--- src/rtl/cplx_serial_combine.sv ---
// Bit-serial combiner for a complex multiply: forms re = ac - bd and
// im = ad + bc from four unsigned partial products, one bit per cycle,
// LSB first, with a valid/ready handshake on both sides.
module cplx_serial_combine #(
    parameter int W = 16
) (
    input  logic         clk,
    input  logic         rst,
    input  logic         in_valid,
    output logic         in_ready,
    input  logic [W-1:0] ac,
    input  logic [W-1:0] bd,
    input  logic [W-1:0] ad,
    input  logic [W-1:0] bc,
    output logic         out_valid,
    input  logic         out_ready,
    output logic [W:0]   re,
    output logic [W:0]   im,
    output logic         busy
);

    localparam int            CW   = (W > 1) ? $clog2(W) : 1;
    localparam logic [CW-1:0] LAST = CW'(W - 1);

    typedef enum logic [1:0] {
        S_IDLE = 2'd0,
        S_RUN  = 2'd1,
        S_DONE = 2'd2
    } state_t;

    state_t        r_state;
    state_t        w_state_nxt;

    logic [W-1:0]  r_ac;
    logic [W-1:0]  r_bd;
    logic [W-1:0]  r_ad;
    logic [W-1:0]  r_bc;
    logic          r_bo;
    logic          r_cy;
    logic [CW-1:0] r_cnt;
    logic [W:0]    r_re;
    logic [W:0]    r_im;

    logic          w_accept;
    logic          w_last;
    logic          w_d;
    logic          w_bo_nxt;
    logic          w_s;
    logic          w_cy_nxt;

    // Handshake qualifiers and one full-subtractor / full-adder step on bit 0
    // of the operand shift registers.
    always_comb begin
        w_accept = (r_state == S_IDLE) && in_valid;
        w_last   = (r_cnt == LAST);
        w_d      = r_ac[0] ^ r_bd[0] ^ r_bo;
        w_bo_nxt = (~r_ac[0] & r_bo) | (~r_ac[0] & r_bd[0]) | (r_bd[0] & r_bo);
        w_s      = r_ad[0] ^ r_bc[0] ^ r_cy;
        w_cy_nxt = (r_ad[0] & r_bc[0]) | (r_ad[0] & r_cy) | (r_bc[0] & r_cy);
    end

    // State register; reset wins over acceptance and handoff.
    always_ff @(posedge clk) begin
        if (rst) begin
            r_state <= S_IDLE;
        end else begin
            r_state <= w_state_nxt;
        end
    end

    // Next-state logic: accept in IDLE, W serial cycles in RUN, hold in DONE
    // until the consumer takes the result.
    always_comb begin
        w_state_nxt = r_state;
        case (r_state)
            S_IDLE: if (in_valid)  w_state_nxt = S_RUN;
            S_RUN:  if (w_last)    w_state_nxt = S_DONE;
            S_DONE: if (out_ready) w_state_nxt = S_IDLE;
            default:               w_state_nxt = S_IDLE;
        endcase
    end

    // Serial datapath: load operands on accept, then shift one result bit
    // per RUN cycle into the top of re/im so bit 0 lands at position 0
    // after W shifts. The final borrow/carry fills the extra MSB.
    always_ff @(posedge clk) begin
        if (rst) begin
            r_ac  <= '0;
            r_bd  <= '0;
            r_ad  <= '0;
            r_bc  <= '0;
            r_bo  <= 1'b0;
            r_cy  <= 1'b0;
            r_cnt <= '0;
            r_re  <= '0;
            r_im  <= '0;
        end else if (w_accept) begin
            r_ac  <= ac;
            r_bd  <= bd;
            r_ad  <= ad;
            r_bc  <= bc;
            r_bo  <= 1'b0;
            r_cy  <= 1'b0;
            r_cnt <= '0;
        end else if (r_state == S_RUN) begin
            r_ac  <= r_ac >> 1;
            r_bd  <= r_bd >> 1;
            r_ad  <= r_ad >> 1;
            r_bc  <= r_bc >> 1;
            r_bo  <= w_bo_nxt;
            r_cy  <= w_cy_nxt;
            r_cnt <= r_cnt + CW'(1);
            r_re  <= {(w_last ? w_bo_nxt : r_re[W]), w_d, r_re[W-1:1]};
            r_im  <= {(w_last ? w_cy_nxt : r_im[W]), w_s, r_im[W-1:1]};
        end
    end

    // Handshake outputs decode directly from state, so there is never a
    // same-cycle handoff between out_valid and in_ready.
    always_comb begin
        in_ready  = (r_state == S_IDLE);
        out_valid = (r_state == S_DONE);
        busy      = (r_state != S_IDLE);
        re        = r_re;
        im        = r_im;
    end

endmodule

--- config.mk ---
export PLATFORM = sky130hd
export DESIGN_NAME = cplx_serial_combine
export DESIGN_NICKNAME = d
export VERILOG_FILES = /design/src/rtl/cplx_serial_combine.sv
export SDC_FILE = /design/constraint.sdc
export NUM_CORES = 1
export LEC_CHECK = 0
export ABC_AREA = 0
export BUFFER_PORTS_ARGS = -buffer_cell sky130_fd_sc_hd__buf_2
export CAP_MARGIN = 20
export CORE_MARGIN = 2
export CORE_UTILIZATION = 55
export DETAILED_ROUTE_END_ITERATION = 10
export PLACE_DENSITY = 0.92
export SLEW_MARGIN = 20
export SYNTH_ARGS = -nofsm -noshare
export SYNTH_HDL_FRONTEND = slang
export SYNTH_SLANG_ARGS = --single-unit
--- constraint.sdc ---
create_clock -name clk -period 1.9 [get_ports clk]
set_input_delay 0.38 -clock clk [delete_from_list [all_inputs] [get_ports clk]]
set_output_delay 0.38 -clock clk [all_outputs]
set_load 0.005 [all_outputs]
### Word-level counts from Yosys, hierarchy flattened

Cells that the tools add are included.

* $add $sub $neg: 1
* eq/ne operators: 6
* muxes and demuxes: 12
* bitwise logic cells: 16
* reduce and logical (&&, ||, !) cells: 8

Operators by type and width (number)
* $mux W16: 8
* $and A1 B1 Y1: 6
* $mux W2: 3
* $pmux W2 S3: 1
* $reduce_and A3 Y1: 2
* $add A4 B1 Y4 const B: 1
* $eq A4 B4 Y1 const B: 1
* $ne A2 B2 Y1 const B: 2
* $or A1 B1 Y1: 4
* $reduce_bool A2 Y1: 2
* $xor A1 B1 Y1: 4
* $eq A2 B1 Y1 const B: 1
* $eq A2 B2 Y1 const B: 1
* $logic_not A2 Y1: 1
* $ne A2 B1 Y1 const B: 1
* $not A1 Y1: 2
* $reduce_and A2 Y1: 1
* $reduce_or A2 Y1: 1
* $logic_and A1 B1 Y1: 1

* register bits after elaboration: 106
* input port bits: 68
* output and inout port bits: 37
* word-level logic and storage cells: 55

### Logic depth before layout (Yosys ltp)

Gate-level depths: netlist (run 1).

* word-level depth: 4
* gate-level depth with buffers: 6
* depth with buffers taken out: 4

### Worst setup path after synthesis (run 1)

No wires, ideal clock.

* path type: register to register
* from: reg r_state[1]
* to: reg r_cnt[0]
* library setup time: 0.115 ns
* arrival time: 1.127 ns
* data required time: 1.785 ns
* slack: 0.658 ns
* stages on the path, launching flop included: 6
* buffers on the path: 2
* period minus slack after synthesis: 1.242 ns
* cell sequence: dfxtp_1 -> buf_6 -> nor3b_1 -> or2_2 -> buf_2 -> nor2_1

* longest elaborated chain between the ends: 3
* elaborated cells between the ends (all ways): 4
* those cells by class: 1 x eq/ne; 3 x reduce/logical

Ends and longest elaborated chain
* from (decl): RTL line 31 `state_t r_state;`
* from (signal assigned): RTL line 67 `r_state <= w_state_nxt;`
* $logic_not A2 Y1: RTL line 54 `w_accept = (r_state == S_IDLE) && in_valid;`
* $logic_and A1 B1 Y1: RTL line 54
* $reduce_or A2 Y1 (no source line)
* to (signal assigned): RTL line 112 `r_cnt <= r_cnt + CW'(1);`
* to (decl): RTL line 40 `logic [CW-1:0] r_cnt;`

Several ways; a longest one is shown, not always the timed one.
A chain may end at the register's enable or synchronous reset.

### Worst setup path in the final report (run 1)

* from: reg r_state[0]
* to: out out_valid

* longest elaborated chain between the ends: 1

Ends and longest elaborated chain
* $eq A2 B2 Y1: RTL line 122 `out_valid = (r_state == S_DONE);`
* to (decl): RTL line 15 `output logic out_valid,`

No other way between the ends.

==> impl_metrics.csv, run 1 <==
group,metric,value,unit
sta,min_period,1.79,ns
clock_tree,clk_latency,0.37,ns
placed_design,dpl.hpwl,7.32,mm
placed_design,gp_congestion,0.790,
setup_path,worstPathBufferInverterCount,2,
routing,dr.max_layer_used,"met4",
setup_path,critPathSlowestCell,"dfxtp_2",
setup_path,reg2reg_from,"r_state[0]",
synth,synth.top_cell.area_share,0.450,
routing,first_pass_iters,4,
synth,yosysWarnings,0,
setup_path,cp-end-kind,"output pin",
synth,synth_ff_type,"dfxtp_1",
clock_tree,path_clk_slew,0.10,ns
synth,syn_nets,613,
power,ir_drop,0.000465,V
clock_tree,cts_htree_levels,3,
status,status,"finished, final reports clean",
floorplanning,num_io_pins,105,
setup_path,rrSetupSlack,0.33,ns
setup_path,crit_arrival,1.41,ns
synth,synth.most_common_cell,"nor2_1",
setup_path,rr_endpoint,"r_bd[7]",
synth,ys_ff_latch,106,
routing,drt_iter0_markers,232,
floorplanning,die_x,96.6,um
floorplanning,start_util,0.571,
routing,route.met3.wl,556,um
setup_path,crit_type,"reg2out",
placed_design,port_buffers,104,
routing,wire_per_inst,14.5,um
sta,rsz0062_at_grt,"false",
sta,skew,0.0102,ns
setup_path,required,1.52,ns
grt,grt_overflow,0,
sta,slew_viol_final,0,
grt,track_usage,0.229,
setup_path,r2r_cells,4,
final_layout,syn_to_final_growth,13.6,%
routing,via_per_inst,5.66,
sta,hold_viol,0,
power,powerDensity,828,nW/um^2
min_path,min-delay-start,"bd[15]",
grt,antenna_found_initial,0,
routing,wl_met1,4.80,mm
synth,yosys.area.top_type,"dfxtp_1",
synth,avgSynthCellArea,8.69,um^2
min_path,hold_end,"r_bd[15]",
clock_tree,clock_sinks,106,
clock_tree,clock_path_buffers,2,
routing,ant_nets,0,
setup_path,critical-path-max-stage-delay,0.55,ns
final_layout,layout-drive-gt1-share,0.271,
clock_tree,hold_buffers,0,
clock_tree,cts-buffers-inserted,9,
grt,first_global_vias,3739,
final_layout,design_area,5350,um^2
routing,drc,0,
power,p_total,0.00443,W
floorplanning,core_area,8260,um^2
final_layout,layout.nets,694,
routing,met2WireLength,5.05,mm
grt,grt_pass1_wl,17.0,mm
sta,finalCritPeriodShare,0.940,
placed_design,postPlaceCellArea,5150,um^2
routing,wirelength,10.6,mm
floorplanning,die_y,96.6,um
grt,grt_start_max_net_pins,50,
clock_tree,cts_tree,"yes",
sta,worst_slew_margin_rel,0.615,
synth,synth_common_cells,"nor2_1 (125), dfxtp_1 (106), nand2_1 (69)",
min_path,whs_path_depth,3,
sta,tns,0,ns
final_layout,n_antenna_cell,0,
floorplanning,dieArea,9320,um^2
sta,tightest_slew,0.578,ns
power,leakage,2.16,nW
synth,synth_edf_count,0,
setup_path,cp-start-kind,"flop",
routing,vias,4152,
clock_tree,clockRootBuffer,"clkbuf_8",
synth,netlist_area,4710,um^2
job,cap_viol_max_count,0,
synth,yosysSeqAreaShare,0.450,
floorplanning,std_cell_rows,33,
sta,finalSetupViolCount,0,
synth,netlist_top_cells_area,"dfxtp_1 (45%), o2bb2ai_1 (10%), nor2_1 (10%)",
setup_path,cp_top_family,"flip-flops",
synth,synth-async-reset-ratio,0,
synth,synth.distinct_cells,36,
min_path,hp-class,"in2reg",
setup_path,worstPathMaxFanout,30,
setup_path,worstPathCellList,"buf_6, nor2_1, buf_2",
synth,netlist_instances,542,
sta,timing.fmax,0.560,GHz
[repair_timing]
action | 4_1_cts | 5_1_grt
gates resized for setup | 0 | 1
buffers inserted | 0 | 0
endpoints found under the setup margin | 0 | 1
endpoints found under the hold margin | 0 | 0
[where the power goes]
part / internal [W] / switching [W] / total, W / leakage (nW)
clock network: 0.000618 / 0.000786 / 0.00140 / 0.0962
logic: 0.000255 / 0.000334 / 0.000589 / 1.19
registers: 0.00236 / 0.0000840 / 0.00244 / 0.871
total: 0.00323 / 0.00120 / 0.00443 / 2.16
[worst register-to-register path: cells and delay by family (launching register included)]
family,cells,cell delay [ns]
buffers and inverters,2,0.71
flip-flops,1,0.43
AO/OA/AOI/OAI,2,0.35
[kinds of logic (layout without fill, tap and decap cells)]
| logic type | after synthesis | in the layout | share of synthesized area |
|---|---|---|---|
| buf+inv | 57 | 143 | 0.0797 |
| compound gates | 164 | 164 | 0.276 |
| fa+ha+maj | 3 | 3 | 0.0112 |
| xor+xnor | 2 | 2 | 0.00372 |
| flops | 106 | 106 | 0.450 |
| simple gates | 208 | 208 | 0.175 |
| mux | 2 | 2 | 0.00425 |
[flip-flops by register name, indices dropped and copies added (netlist names)]
name and cells:
r_ac 16, im 17, r_ad 16, r_cy 1
re 17, r_state 2, r_bc 16, r_cnt 4
r_bo 1, r_bd 16
[per-layer routing]
| layer | global-route usage | vias to the layer above |
|---|---|---|
| met2 | 0.376 | 119 |
| met3 | 0.0349 | 17 |
| li1 | - | 2048 |
| met5 | 0 | - |
| met1 | 0.303 | 1968 |
| met4 | 0.0962 | 0 |
[metrics by stage]
stage	utilization	cells	worst slack, ns	hold WS (ns)
2_1_floorplan	-	542	0.658	0.450
3_3_place_gp	0.624	717	0.447	0.440
3_5_place_dp	0.624	717	0.356	0.446
4_1_cts	0.648	733	0.0329	0.250
5_1_grt	0.648	733	0.0618	0.257
6_report	0.648	733	0.115	0.251
[cell usage in the layout, fill, tap and decap left out, types with 4 or more instances in the layout]
master,instances
nand2_1,69
dfxtp_1,105
clkbuf_8,9
a21oi_2,23
a22oi_1,4
nand2b_1,5
a21oi_1,12
o2bb2ai_1,55
nor2_1,125
o22ai_1,5
buf_2,103
a211oi_1,60
buf_4,19
[worst max-delay path by stage]
stage | slack (ns) | startpoint | to | cells past startpoint
final | 0.11 | r_state[0] | out_valid | 3
after global routing | 0.06 | r_state[0] | out_valid | 3
after CTS | 0.03 | r_state[0] | out_valid | 3
after detailed placement | 0.36 | r_state[0] | r_ad[8] | 4
after global placement | 0.45 | r_state[0] | r_ac[0] | 4
after floorplan | 0.66 | r_state[1] | r_cnt[0] | 5
[area by class of cell]
type / count / area [um^2]
clock buffers: 9 / 124
clock inverters: 7 / 76.3
fillers: 701 / 2900
inverters: 4 / 15.0
multi-input cells: 379 / 2210
flip-flops and latches: 106 / 2120
well taps: 105 / 131
repair buffers: 123 / 669
(Power assumes the default switching activity.)
==> run 2, diff against run 1 <==
Settings changed: GPL_TIMING_DRIVEN set to 0.
==> impl_metrics.csv, run 2 (same netlist as run 1, synthesis figures left out) <==
group,metric,value,unit
clock_tree,clockRootBuffer,"clkbuf_8",
floorplanning,num_io_pins,105,
final_layout,syn_to_final_growth,18.2,%
clock_tree,cts_tree,"yes",
sta,finalCritPeriodShare,0.960,
final_layout,seqCellArea,2120,um^2
routing,drt_iter0_markers,217,
grt,track_usage,0.255,
setup_path,crit_type,"reg2out",
power,leakage,2.25,nW
sta,slew_viol_final,0,
placed_design,gp_congestion,0.828,
sta,tns,0,ns
setup_path,cp-start-kind,"flop",
clock_tree,clock_path_buffers,2,
clock_tree,path_clk_slew,0.10,ns
placed_design,dpl.hpwl,8.46,mm
power,powerDensity,818,nW/um^2
power,p_total,0.00456,W
clock_tree,clk_latency,0.37,ns
sta,timing.hold.ws,0.266,ns
grt,first_global_vias,4146,
final_layout,design_area,5570,um^2
sta,worst_slew_margin_rel,0.578,
power,ir_drop,0.000360,V
status,status,"finished, final reports clean",
floorplanning,die_y,96.6,um
placed_design,postPlaceCellArea,5360,um^2
setup_path,required,1.52,ns
sta,hold_viol,0,
floorplanning,core_area,8260,um^2
sta,timing.fmax,0.548,GHz
floorplanning,start_util,0.571,
sta,finalSetupViolCount,0,
clock_tree,cts-buffers-inserted,9,
grt,antenna_found_initial,0,
routing,drc,0,
final_layout,utilization,0.675,
grt,grt_overflow,0,
floorplanning,dieArea,9320,um^2
job,cap_viol_max_count,0,
routing,first_pass_iters,7,
routing,via_per_inst,5.70,
clock_tree,post_cts_buffers,0,
clock_tree,clock_sinks,106,
final_layout,multi_input_area,2210,um^2
grt,grt_pass1_wl,18.7,mm
sta,rsz0062_at_grt,"false",
floorplanning,die_x,96.6,um
setup_path,crit_arrival,1.44,ns
routing,wirelength,11.7,mm
sta,tightest_slew,0.634,ns
setup_path,worstPathCellList,"buf_6, buf_6, nor2_1, inv_1, buf_2",
routing,ant_nets,0,
routing,wire_per_inst,15.2,um
final_layout,n_antenna_cell,0,
final_layout,layout-drive-gt1-share,0.271,
setup_path,crit_top_cell,"buf_6",
clock_tree,cts_htree_levels,3,
min_path,hp-class,"in2reg",
final_layout,layout_commonest_cell,"nor2_1",
setup_path,cp-end-kind,"output pin",
final_layout,fillers,663,
final_layout,layout.nets,727,
placed_design,port_buffers,104,
sta,min_period,1.82,ns
clock_tree,hold_buffers,0,
floorplanning,std_cell_rows,33,
routing,vias,4369,
setup_path,critical-path-max-stage-delay,0.38,ns
sta,skew,0.00787,ns
setup_path,worstPathMaxFanout,10,
setup_path,critPathSlowestCell,"dfxtp_1",
final_layout,final_cell_mix,"nor2_1 (125), buf_2 (113), dfxtp_1 (106)",
grt,grt_start_max_net_pins,20,
clock_tree,cts.repair.resized,0,
-- run 2: cell count changes in the layout (fill, tap and decap cells not counted), sizes merged --
cell	delta
buf	+14
clkinvlp	-1
inv	+1
clkbuf	+19
-- run 2: layer usage --
metal  wire [um]  global-route usage  part of all wire
met5           0                   0                 0
met4         217              0.0998             0.019
met3         743              0.0434             0.064
met2        5780               0.435              0.50
met1        4910               0.323              0.42
-- run 2: where the power goes --
part	internal (W)	switching (W)	total (W)
combinational	0.000294	0.000364	0.000658
clock	0.000637	0.000823	0.00146
sequential	0.00236	0.0000828	0.00244
-- run 2: through the flow --
step	cells	setup WS, ns
2_1_floorplan	542	0.658
5_1_grt	766	0.0141
4_1_cts	766	0.0758
3_3_place_gp	751	0.316
6_report	766	0.0762
3_5_place_dp	751	0.286
-- run 2: layout make-up --
class | count | share of cell area
multi-input combinational | 379 | 0.398
sequential | 106 | 0.381
timing repair buffer | 104 | 0.0934
buffer | 52 | 0.0640
tap | 105 | 0.0236
clock buffer | 9 | 0.0222
clock inverter | 7 | 0.0155
inverter | 4 | 0.00270
-- run 2: worst paths after layout --
path | start | endpoint | slack, ns | cells past startpoint
worst min register to register | re[0] | re[0] | 0.47 | 2
worst min-delay path | ad[15] | r_ad[15] | 0.27 | 3
worst max-delay path | r_state[0] | busy | 0.08 | 5
worst max register to register | r_state[1] | r_cnt[3] | 0.34 | 5
-- run 2: worst max-delay path: cells and delay by family (launching register included) --
family,cells,cell delay (ns)
buf+inv,4,0.50
flops,1,0.38
simple gates,1,0.18
==> run 3, diff against run 2 <==
Settings changed: PLACE_DENSITY 0.92 to unset, PLACE_DENSITY_LB_ADDON set to 0.05.
==> impl_metrics.csv, run 3 (same netlist as run 1, synthesis figures left out) <==
group,metric,value,unit
sta,timing.fmax,0.564,GHz
min_path,hp-class,"in2reg",
setup_path,cp-end-kind,"output pin",
floorplanning,std_cell_rows,33,
setup_path,worstPathMaxFanout,10,
setup_path,cp-start-kind,"flop",
floorplanning,dieArea,9320,um^2
job,cap_viol_max_count,0,
clock_tree,clockRootBuffer,"clkbuf_8",
grt,track_usage,0.236,
floorplanning,start_util,0.571,
power,p_sw,0.00116,W
floorplanning,die_x,96.6,um
final_layout,layout-drive-gt1-share,0.268,
sta,worst_slew_margin_rel,0.579,
clock_tree,cts_tree,"yes",
setup_path,required,1.52,ns
clock_tree,post_cts_buffers,0,
min_path,whs_path_depth,3,
setup_path,reg2reg_from,"r_state[1]",
power,powerDensity,797,nW/um^2
sta,slew_viol_final,0,
power,seqPwrFrac,0.550,
floorplanning,die_y,96.6,um
placed_design,postPlaceCellArea,5360,um^2
routing,drc,0,
min_path,min-delay-start,"ac[15]",
sta,hold_viol,0,
power,p_int,0.00325,W
power,p_total,0.00442,W
routing,drt_iter0_markers,131,
clock_tree,hold_buffers,0,
clock_tree,cts_htree_levels,3,
sta,tightest_slew,0.631,ns
routing,wirelength,10.8,mm
placed_design,port_buffers,104,
clock_tree,cts.repair.resized,0,
final_layout,layout_commonest_cell,"nor2_1",
routing,via_per_inst,5.43,
power,ir_drop,0.000522,V
power,clock_power_share,0.304,
power,leakage,2.24,nW
sta,rsz0062_at_grt,"false",
setup_path,crit_arrival,1.39,ns
grt,grt_overflow,0,
final_layout,design_area,5550,um^2
final_layout,syn_to_final_growth,17.7,%
clock_tree,path_clk_slew,0.10,ns
power,comb_power_share,0.146,
power,p_sw_frac,0.264,
grt,grt_pass1_wl,17.3,mm
sta,tns,0,ns
sta,min_period,1.77,ns
routing,wire_per_inst,14.1,um
sta,finalCritPeriodShare,0.934,
placed_design,gp_congestion,0.762,
routing,first_pass_iters,5,
sta,skew,0.00841,ns
routing,vias,4163,
sta,finalSetupViolCount,0,
floorplanning,num_io_pins,105,
final_layout,n_antenna_cell,0,
grt,first_global_vias,3858,
clock_tree,clock_sinks,106,
final_layout,layout.nets,727,
status,status,"finished, final reports clean",
floorplanning,core_area,8260,um^2
placed_design,dpl.hpwl,7.85,mm
setup_path,critical_path.startpoint,"r_state[0]",
setup_path,crit_type,"reg2out",
clock_tree,clk_latency,0.36,ns
setup_path,r2r_cells,5,
routing,ant_nets,0,
clock_tree,cts-buffers-inserted,9,
grt,grt_start_max_net_pins,18,
clock_tree,clock_path_buffers,2,
final_layout,final_cell_mix,"nor2_1 (125), buf_2 (113), dfxtp_1 (106)",
grt,antenna_found_initial,0,
==> run 3: cell count changes in the layout (fill, tap and decap cells not counted) <==
cell and change:
clkbuf_1 +2, clkinv_2 +2, clkinv_4 -2, clkinvlp_4 +1, inv_6 -1, inv_8 -2
==> run 3: power groups by stage <==
stage | clock [W] | combinational (W) | sequential (W)
after floorplan | 0 | 0.000463 | 0.00246
after detailed placement | 0 | 0.000647 | 0.00248
after CTS | 0.00137 | 0.000649 | 0.00243
after global routing | 0.00146 | 0.000725 | 0.00245
final | 0.00134 | 0.000646 | 0.00243
after global placement | 0 | 0.000630 | 0.00248
==> run 3: layer usage <==
| layer | up-vias | share of wire | wire, um | global-route usage |
|---|---|---|---|---|
| met3 | 7 | 0.051 | 551 | 0.0520 |
| met4 | 0 | 0.0086 | 93 | 0.0587 |
| met2 | 105 | 0.47 | 5090 | 0.397 |
| met1 | 1930 | 0.47 | 5050 | 0.309 |
| met5 | - | 0 | 0 | 0 |
| li1 | 2121 | - | - | - |
==> run 3: metrics by stage <==
step	hold slack [ns]	util	setup slack (ns)	instances
finish	0.261	0.672	0.126	766
global route	0.258	0.672	0.0531	766
CTS	0.244	0.672	0.102	766
detailed placement	0.443	0.650	0.230	751
global placement	0.438	0.650	0.255	751
floorplan	0.450	-	0.658	542
==> run 3: worst paths after layout <==
path,to,slack [ns]
setup reg to reg,r_cy,0.35
hold / removal,r_ac[15],0.26
hold reg to reg,re[0],0.46
setup / recovery,busy,0.13
==> run 3: worst max-delay path, stage by stage (launching register included) <==
cell and delay [ns]:
dfxtp_1 0.45, buf_6 0.22, buf_6 0.16, nor2_1 0.07, inv_1 0.05, buf_2 0.10
==> run 3: cell type report <==
cell class	count	area [um^2]
Clock buffer	11	131
Buffer	52	357
Multi-Input combinational cell	379	2210
Timing Repair Buffer	104	520
Inverter	4	15.0
Tap cell	105	131
Sequential cell	106	2120
Fill cell	730	2710
Clock inverter	5	55.1
